File: src/rtl/hazard_fwd_unit.sv
// Purpose: RAW hazard detection, EX operand forwarding selects and branch flush for the 5-stage MIPS pipeline.
// Latency: stall/flush/fwd_* are combinational in the current cycle; scoreboard and counters update on the rising edge.
// Backpressure: stall holds PC and IF/ID and bubbles EX; flush squashes IF/ID and ID; flush overrides stall.
//
// Ports:
//   clock_in, reset         rising-edge clock, synchronous active-high reset
//   id_*                    ID-stage decode fields (valid, sources, use bits, destination, write/load flags)
//   ex_branch_taken         branch or jump resolved taken in EX this cycle
//   fwd_a, fwd_b            EX operand select: 00 regfile, 01 EX/MEM ALU result, 10 MEM/WB write data
//   stall, flush            pipeline hold / squash controls
//   stall_cnt, flush_cnt    saturating event counters
module hazard_fwd_unit #(
    parameter int REG_AW = 5,
    parameter bit FWD_EN = 1'b1,
    parameter int CNT_W  = 16
) (
    input  logic              clock_in,
    input  logic              reset,
    input  logic              id_valid,
    input  logic [REG_AW-1:0] id_rs,
    input  logic [REG_AW-1:0] id_rt,
    input  logic              id_uses_rs,
    input  logic              id_uses_rt,
    input  logic [REG_AW-1:0] id_dst,
    input  logic              id_reg_write,
    input  logic              id_mem_read,
    input  logic              ex_branch_taken,
    output logic [1:0]        fwd_a,
    output logic [1:0]        fwd_b,
    output logic              stall,
    output logic              flush,
    output logic [CNT_W-1:0]  stall_cnt,
    output logic [CNT_W-1:0]  flush_cnt
);

    // One scoreboard entry per downstream stage.
    typedef struct packed {
        logic              valid;
        logic [REG_AW-1:0] dst;
        logic              reg_write;
        logic              mem_read;
        logic [REG_AW-1:0] rs;
        logic [REG_AW-1:0] rt;
        logic              uses_rs;
        logic              uses_rt;
    } slot_t;

    localparam logic [1:0] SEL_RF  = 2'b00;
    localparam logic [1:0] SEL_MEM = 2'b01;
    localparam logic [1:0] SEL_WB  = 2'b10;

    slot_t ex_q, mem_q, wb_q;
    slot_t ex_d, mem_d, wb_d;

    logic [CNT_W-1:0] stall_cnt_q, stall_cnt_d;
    logic [CNT_W-1:0] flush_cnt_q, flush_cnt_d;

    logic raw_stall;
    logic stall_int;
    logic flush_int;

    // A slot produces a value the consumer needs. The consumer's use bit is
    // passed in so a field that merely decodes to a register number but is
    // not read (e.g. lw's rt) cannot create a false hazard. $0 never hazards.
    function automatic logic slot_match(input slot_t s,
                                        input logic [REG_AW-1:0] r,
                                        input logic uses);
        return s.valid && s.reg_write && (s.dst == r) && (r != '0) && uses;
    endfunction

    // Forward select for one EX operand. The MEM producer is younger than
    // the WB producer, so it wins. A load in MEM has no data yet; the
    // load-use stall keeps that case from reaching EX with forwarding on.
    function automatic logic [1:0] fwd_sel(input logic [REG_AW-1:0] r,
                                           input logic uses);
        logic [1:0] sel;
        sel = SEL_RF;
        if (slot_match(mem_q, r, uses) && !mem_q.mem_read) begin
            sel = SEL_MEM;
        end else if (slot_match(wb_q, r, uses)) begin
            sel = SEL_WB;
        end
        return sel;
    endfunction

    // Hazard detection.
    always_comb begin
        raw_stall = 1'b0;
        if (FWD_EN) begin
            // Only a load in EX cannot be bypassed in time: one bubble.
            raw_stall = id_valid && ex_q.mem_read &&
                        (slot_match(ex_q, id_rs, id_uses_rs) ||
                         slot_match(ex_q, id_rt, id_uses_rt));
        end else begin
            // Without bypass paths the consumer waits until the producer
            // has left WB (register file written in WB, read next cycle).
            raw_stall = id_valid &&
                        (slot_match(ex_q,  id_rs, id_uses_rs) ||
                         slot_match(ex_q,  id_rt, id_uses_rt) ||
                         slot_match(mem_q, id_rs, id_uses_rs) ||
                         slot_match(mem_q, id_rt, id_uses_rt) ||
                         slot_match(wb_q,  id_rs, id_uses_rs) ||
                         slot_match(wb_q,  id_rt, id_uses_rt));
        end
    end

    // A taken branch kills the ID instruction anyway, so stalling it is moot.
    assign flush_int = ex_branch_taken;
    assign stall_int = raw_stall && !ex_branch_taken;

    // Outputs are forced quiet while reset is asserted.
    always_comb begin
        flush = 1'b0;
        stall = 1'b0;
        fwd_a = SEL_RF;
        fwd_b = SEL_RF;
        if (!reset) begin
            flush = flush_int;
            stall = stall_int;
            if (FWD_EN && ex_q.valid) begin
                fwd_a = fwd_sel(ex_q.rs, ex_q.uses_rs);
                fwd_b = fwd_sel(ex_q.rt, ex_q.uses_rt);
            end
        end
    end

    // Scoreboard advance. Bubbles are written as all-zero so a squashed or
    // held instruction leaves no stale use bits behind in EX.
    always_comb begin
        mem_d = ex_q;
        wb_d  = mem_q;
        ex_d  = '0;
        if (!flush_int && !stall_int && id_valid) begin
            ex_d.valid     = 1'b1;
            ex_d.dst       = id_dst;
            ex_d.reg_write = id_reg_write;
            ex_d.mem_read  = id_mem_read;
            ex_d.rs        = id_rs;
            ex_d.rt        = id_rt;
            ex_d.uses_rs   = id_uses_rs;
            ex_d.uses_rt   = id_uses_rt;
        end
    end

    // Saturating statistics counters.
    always_comb begin
        stall_cnt_d = stall_cnt_q;
        flush_cnt_d = flush_cnt_q;
        if (stall_int && (stall_cnt_q != '1)) begin
            stall_cnt_d = stall_cnt_q + 1'b1;
        end
        if (flush_int && (flush_cnt_q != '1)) begin
            flush_cnt_d = flush_cnt_q + 1'b1;
        end
    end

    always_ff @(posedge clock_in) begin
        if (reset) begin
            ex_q        <= '0;
            mem_q       <= '0;
            wb_q        <= '0;
            stall_cnt_q <= '0;
            flush_cnt_q <= '0;
        end else begin
            ex_q        <= ex_d;
            mem_q       <= mem_d;
            wb_q        <= wb_d;
            stall_cnt_q <= stall_cnt_d;
            flush_cnt_q <= flush_cnt_d;
        end
    end

    assign stall_cnt = stall_cnt_q;
    assign flush_cnt = flush_cnt_q;

    // Source fields of the older slots are carried for visibility only;
    // hazard checks never look at them.
    logic unused_slot_bits;
    assign unused_slot_bits = ^{mem_q.rs, mem_q.rt, mem_q.uses_rs, mem_q.uses_rt,
                                wb_q.mem_read, wb_q.rs, wb_q.rt, wb_q.uses_rs, wb_q.uses_rt};

endmodule

File: config.mk
export PLATFORM = sky130hd
export DESIGN_NAME = hazard_fwd_unit
export DESIGN_NICKNAME = d
export VERILOG_FILES = /design/src/rtl/hazard_fwd_unit.sv
export SDC_FILE = /design/constraint.sdc
export NUM_CORES = 1
export LEC_CHECK = 0
export CAP_MARGIN = 15
export CORE_ASPECT_RATIO = 1.25
export CORE_MARGIN = 4
export CORE_UTILIZATION = 35
export CTS_CLUSTER_DIAMETER = 120
export CTS_CLUSTER_SIZE = 30
export DETAILED_ROUTE_END_ITERATION = 8
export HOLD_SLACK_MARGIN = 0.15
export PLACE_DENSITY = 0.67
export REMOVE_ABC_BUFFERS = 1
export SKIP_CTS_REPAIR_TIMING = 1
export SLEW_MARGIN = 20
export SYNTH_ARGS = -nofsm -noshare
export SYNTH_HDL_FRONTEND = slang
export SYNTH_SLANG_ARGS = --single-unit
File: constraint.sdc
create_clock -name clock_in -period 5.82 [get_ports clock_in]
set_clock_uncertainty 0.2 [all_clocks]
set_input_delay 1.164 -clock clock_in [delete_from_list [all_inputs] [get_ports clock_in]]
set_output_delay 1.164 -clock clock_in [all_outputs]
set_load 0.02 [all_outputs]
; ---- Word level (Yosys, flattened, before mapping)
; Index checks and enable logic that the tools add are counted.
; Widths: inputs -> output; s select.
[word_totals]
regBits = 67
output_inout_bits = 38
word_cells = 78
[op_classes]
n_addsub = 2
n_eq_ne = 8
n_mux = 11
bitwise = 1
reduce_logical = 39
[ops]
columns = operator, count
row1 = $add 16x1->16 const B, 2
row2 = $ne 16x16->1 const B, 2
row3 = $eq 5x5->1, 6
row4 = $logic_and 1x1->1, 30
row5 = $mux 20, 1
row6 = $reduce_bool 5->1, 4
row7 = $mux 2, 8
row8 = $logic_not 1->1, 3
row9 = $mux 1, 2
row10 = $reduce_or 2->1, 1
row11 = $logic_or 1x1->1, 1
row12 = $not 1->1, 1

; ---- Longest topological paths before layout
[logic_depth]
ltp_word = 12
mapped_depth = 8
ltp_nobuf = 7

; ---- Least setup slack after synthesis
; No wires, ideal clock.
[synth_path]
path_type = in2out
startpoint = input reset
endpoint = output fwd_a[1]
t_arrival_ns = 2.855
required_time_ns = 4.456
setup_slack_ns = 1.601
cell_stages = 6
path_cell_list = clkbuf_1 > nand2b_1 > inv_1 > nand3_1 > or4_1 > nor4_1
[synth_via]
elab_chain_cells = 1
[synth_lines]
columns = item, line
row1 = from (decl), 18  ; input logic reset,
row2 = $mux 2, 117  ; if (!reset) begin
row3 = to (decl), 28  ; output logic [1:0] fwd_a,
; No other way between the ends.

; ---- Worst setup path in the final report
[layout_path]
startpoint = input id_rs[0]
endpoint = output stall
[layout_via]
elab_chain_cells = 8
[layout_lines]
columns = item, line
row1 = from (decl), 20  ; input logic [REG_AW-1:0] id_rs,
row2 = $eq 5x5->1, -
row3 = $logic_and 1x1->1, -
row4 = $logic_and 1x1->1 (*) (2 in a row), -
row5 = $logic_or 1x1->1 (*), -
row6 = $logic_and 1x1->1 (*), 91  ; raw_stall = id_valid && ex_q.mem_read &&
row7 = $logic_and 1x1->1 (*), 109  ; assign stall_int = raw_stall && !ex_branch_taken;
row8 = $mux 1 (*), 117
row9 = to (decl), 30  ; output logic stall,
; Every way passes the cells marked *; elsewhere a longest branch is shown, timed or not.

==> impl_metrics.csv <==
group,metric,value,unit
timing,final_report_hold_violation_count,0,
min_path,worstHoldPathCells,1,
global_routing,antenna_found_initial,0,
timing,setup_repair_after_global_routing_missed_its_margin,"false",
clock_tree,path_clk_slew,0.06,ns
cells_and_area,final.fill_count,794,
yosys,synthesized_flop_and_latch_total,67,
yosys,number_of_distinct_library_cells_after_synthesis,39,
power,p_int,0.700,mW
floorplanning,design.core.area,0.00819,mm2
cells_and_area,layout.nets,407,
timing,report.final.slew_viol_count,0,
yosys,synth_top_cells_by_area,"sky130_fd_sc_hd__dfxtp_1 46%, sky130_fd_sc_hd__xnor2_1 6.6%, sky130_fd_sc_hd__xor2_1 6.3%, sky130_fd_sc_hd__and2_1 4.5%, sky130_fd_sc_hd__nor2_1 3.8%",
critical_path,crit-reg2reg-launch,"ex_q[15]",
yosys,synth-main-ff-cell,"sky130_fd_sc_hd__dfxtp_1",
power,power_share_of_the_combinational_group,0.059,
place,gp_congestion,0.860,
yosys,ys.warnings.count,0,
critical_path,path_max_fanout,3,
yosys,synthesis.instances,320,
place,dpl_cell_area,0.00364,mm2
timing,layout_min_cycle_time,4.58,ns
power,power.switching_fraction,0.220,
place,io_buffer_count,60,
critical_path,reg2regPathDepth,7,
place,pre_cts_ws,1.21,ns
min_path,timing.hold.worst.class,"reg2reg",
drt,ant_nets,0,
yosys,async_flop_share,0,
cells_and_area,syn_to_final_growth,30.2,%
critical_path,worst_setup_path_end_kind,"primary output",
critical_path,regToRegEndpoint,"stall_cnt[10]",
clock_tree,cts_sinks,67,
floorplanning,top_level_ports,61,
drt,routed_via_density,4.91,
min_path,hold_path_startpoint,"mem_q[13]",
yosys,yosysTopAreaCellShare,0.456,
place,dp.final_hpwl,4780,um
global_routing,grt-ovfl-total,0,
timing,maxSlewHeadroom,0.511,
global_routing,grt_max_degree,55,
cells_and_area,final_layout_size_suffix_gt1_frac,0.0855,
cells_and_area,instances_no_fill,483,
floorplanning,die-height,110,um
clock_tree,clock_root_buffer_master,"sky130_fd_sc_hd__clkbuf_8",
drt,drc_errors,0,
critical_path,crit_required,4.46,ns
clock_tree,cts-htree-levels,3,
power,peak_supply_drop,0.108,mV
timing,finalSetupViolCount,0,
critical_path,setup.reg_to_reg.worst_slack,3.37,ns
outcome,outcome,"finished clean",
power,total_leakage_power,1.37,nW
global_routing,first_global_vias,2339,
power,sequential_power_share,0.526,
critical_path,crit_arrival,3.22,ns
power,total_power,0.898,mW
flow_run,cap_violations,0,
yosys,yosysSeqAreaShare,0.456,
power,p_clk_frac,0.415,
yosys,avgSynthCellArea,9.19,um2
drt,initialDrtViolationCount,93,
global_routing,grt.total_usage,0.137,
place,placed_cells_incl_taps,468,
floorplanning,start_util,0.359,
timing,tightest_slew,0.728,ns
clock_tree,worst_skew_pair.late_latency,0.34,ns
min_path,hold-path-endpoint,"wb_q[13]",
timing,fin_tns_setup,0,ns
drt,totalWireLength,6490,um
timing,timing.final.crit_share,0.787,
critical_path,critPathLaunchType,"primary input",
timing,max_freq,0.218,GHz
critical_path,setup.worst_path.class,"in2out",
power,power_per_unit_of_standard_cell_area,234,mW/mm2
cells_and_area,num_antenna_cells,0,
yosys,netlist_area,0.00294,mm2
yosys,synth_enable_flop_cells,0,
clock_tree,cts_tree,"yes",
floorplanning,fp-row-count,37,
floorplanning,chipWidth,90.0,um
timing,final_critical_path_setup_slack,1.24,ns
cells_and_area,post-route-cell-area,0.00383,mm2
drt,drtPass1Iterations,4,
floorplanning,die_footprint,0.00994,mm2
cells_and_area,sequential_cell_area,0.00134,mm2
global_routing,grt_first_pass_wirelength,11100,um
critical_path,worst_setup_startpoint,"id_rs[0]",
cells_and_area,multiInputGateArea,0.00155,mm2
clock_tree,clk_path_buf_depth,2,
drt,routed-via-count,2371,
power,power.net_switching,0.197,mW
clock_tree,cts_buffers,9,
yosys,synth_top_area_cell,"sky130_fd_sc_hd__dfxtp_1",
drt,post_drt_wl_per_cell,13.4,um
[worst max path at each step]
stage,cells past startpoint,end
after floorplan,5,fwd_a[1]
after global placement,7,stall
after detailed placement,7,stall
after CTS,7,stall
after global routing,7,stall
final,7,stall
[sequential cells by signal, indices dropped and copies added (netlist names)]
signal / cells
ex_q: 20
flush_cnt: 16
stall_cnt: 16
mem_q: 8
wb_q: 7
[cells by family after synthesis]
kind of cell / count (synthesis) / synth area share
buffers and inverters: 15 / 0.0204
adder cells (fa/ha/maj): 2 / 0.00851
multiplexers: 6 / 0.0221
XOR/XNOR: 43 / 0.128
AND/OR/NAND/NOR: 157 / 0.301
flip-flops: 67 / 0.456
AO/OA/AOI/OAI: 30 / 0.0638
[critical path, stage by stage]
cell	delay, ns
sky130_fd_sc_hd__clkdlybuf4s50_1	0.44
sky130_fd_sc_hd__or4_1	0.54
sky130_fd_sc_hd__a21oi_1	0.17
sky130_fd_sc_hd__nor4_2	0.08
sky130_fd_sc_hd__o21bai_2	0.20
sky130_fd_sc_hd__nor2_1	0.06
sky130_fd_sc_hd__clkdlybuf4s50_1	0.56
[synthesized netlist by cell type, types with 10 or more instances]
cell and count:
sky130_fd_sc_hd__nor2b_1 18, sky130_fd_sc_hd__nand3_1 11, sky130_fd_sc_hd__and2_1 21, sky130_fd_sc_hd__nand2_1 20
sky130_fd_sc_hd__o21ai_0 10, sky130_fd_sc_hd__or3_1 10, sky130_fd_sc_hd__a21oi_1 12, sky130_fd_sc_hd__nand4_1 11
sky130_fd_sc_hd__nor2_1 30, sky130_fd_sc_hd__dfxtp_1 67, sky130_fd_sc_hd__xnor2_1 22, sky130_fd_sc_hd__xor2_1 21
[per-stage QoR]
| step | hold slack (ns) | utilization |
|---|---|---|
| floorplan | 0.238 | - |
| global placement | 0.252 | 0.444 |
| detailed placement | 0.248 | 0.444 |
| CTS | 0.263 | 0.467 |
| global route | 0.272 | 0.467 |
| finish | 0.263 | 0.467 |
[power groups by stage]
stage          Sequential [mW]  Clock, mW  Combinational (mW)
3_3_place_gp             0.483          0              0.0526
5_1_grt                  0.473      0.410              0.0579
2_1_floorplan            0.483          0              0.0210
3_5_place_dp             0.483          0              0.0533
4_1_cts                  0.472      0.386              0.0535
6_report                 0.472      0.372              0.0530
[final cells by class]
cell class,instances,area share
multi-input combinational,238,0.404
sequential,67,0.350
timing repair buffer,63,0.161
clock buffer,10,0.0359
tap,97,0.0317
clock inverter,5,0.0140
inverter,3,0.00294
[placed cells by master (no fill, tap or decap), types with 12 or more instances in the layout]
cell type | netlist | layout
sky130_fd_sc_hd__and2_1 | 21 | 21
sky130_fd_sc_hd__dfxtp_1 | 67 | 67
sky130_fd_sc_hd__a21oi_1 | 12 | 12
sky130_fd_sc_hd__xnor2_1 | 22 | 22
sky130_fd_sc_hd__nor2b_1 | 18 | 18
sky130_fd_sc_hd__nor2_1 | 30 | 30
sky130_fd_sc_hd__clkdlybuf4s50_1 | 0 | 59
sky130_fd_sc_hd__nand2_1 | 20 | 20
sky130_fd_sc_hd__xor2_1 | 21 | 21
[routing by layer]
metal,share of wire,GRT usage,up-vias
met5,0,0,-
li1,-,-,1219
met1,0.43,0.155,1091
met4,0.013,0.0603,0
met3,0.047,0.0484,6
met2,0.51,0.231,55
(Power assumes the default switching activity.)
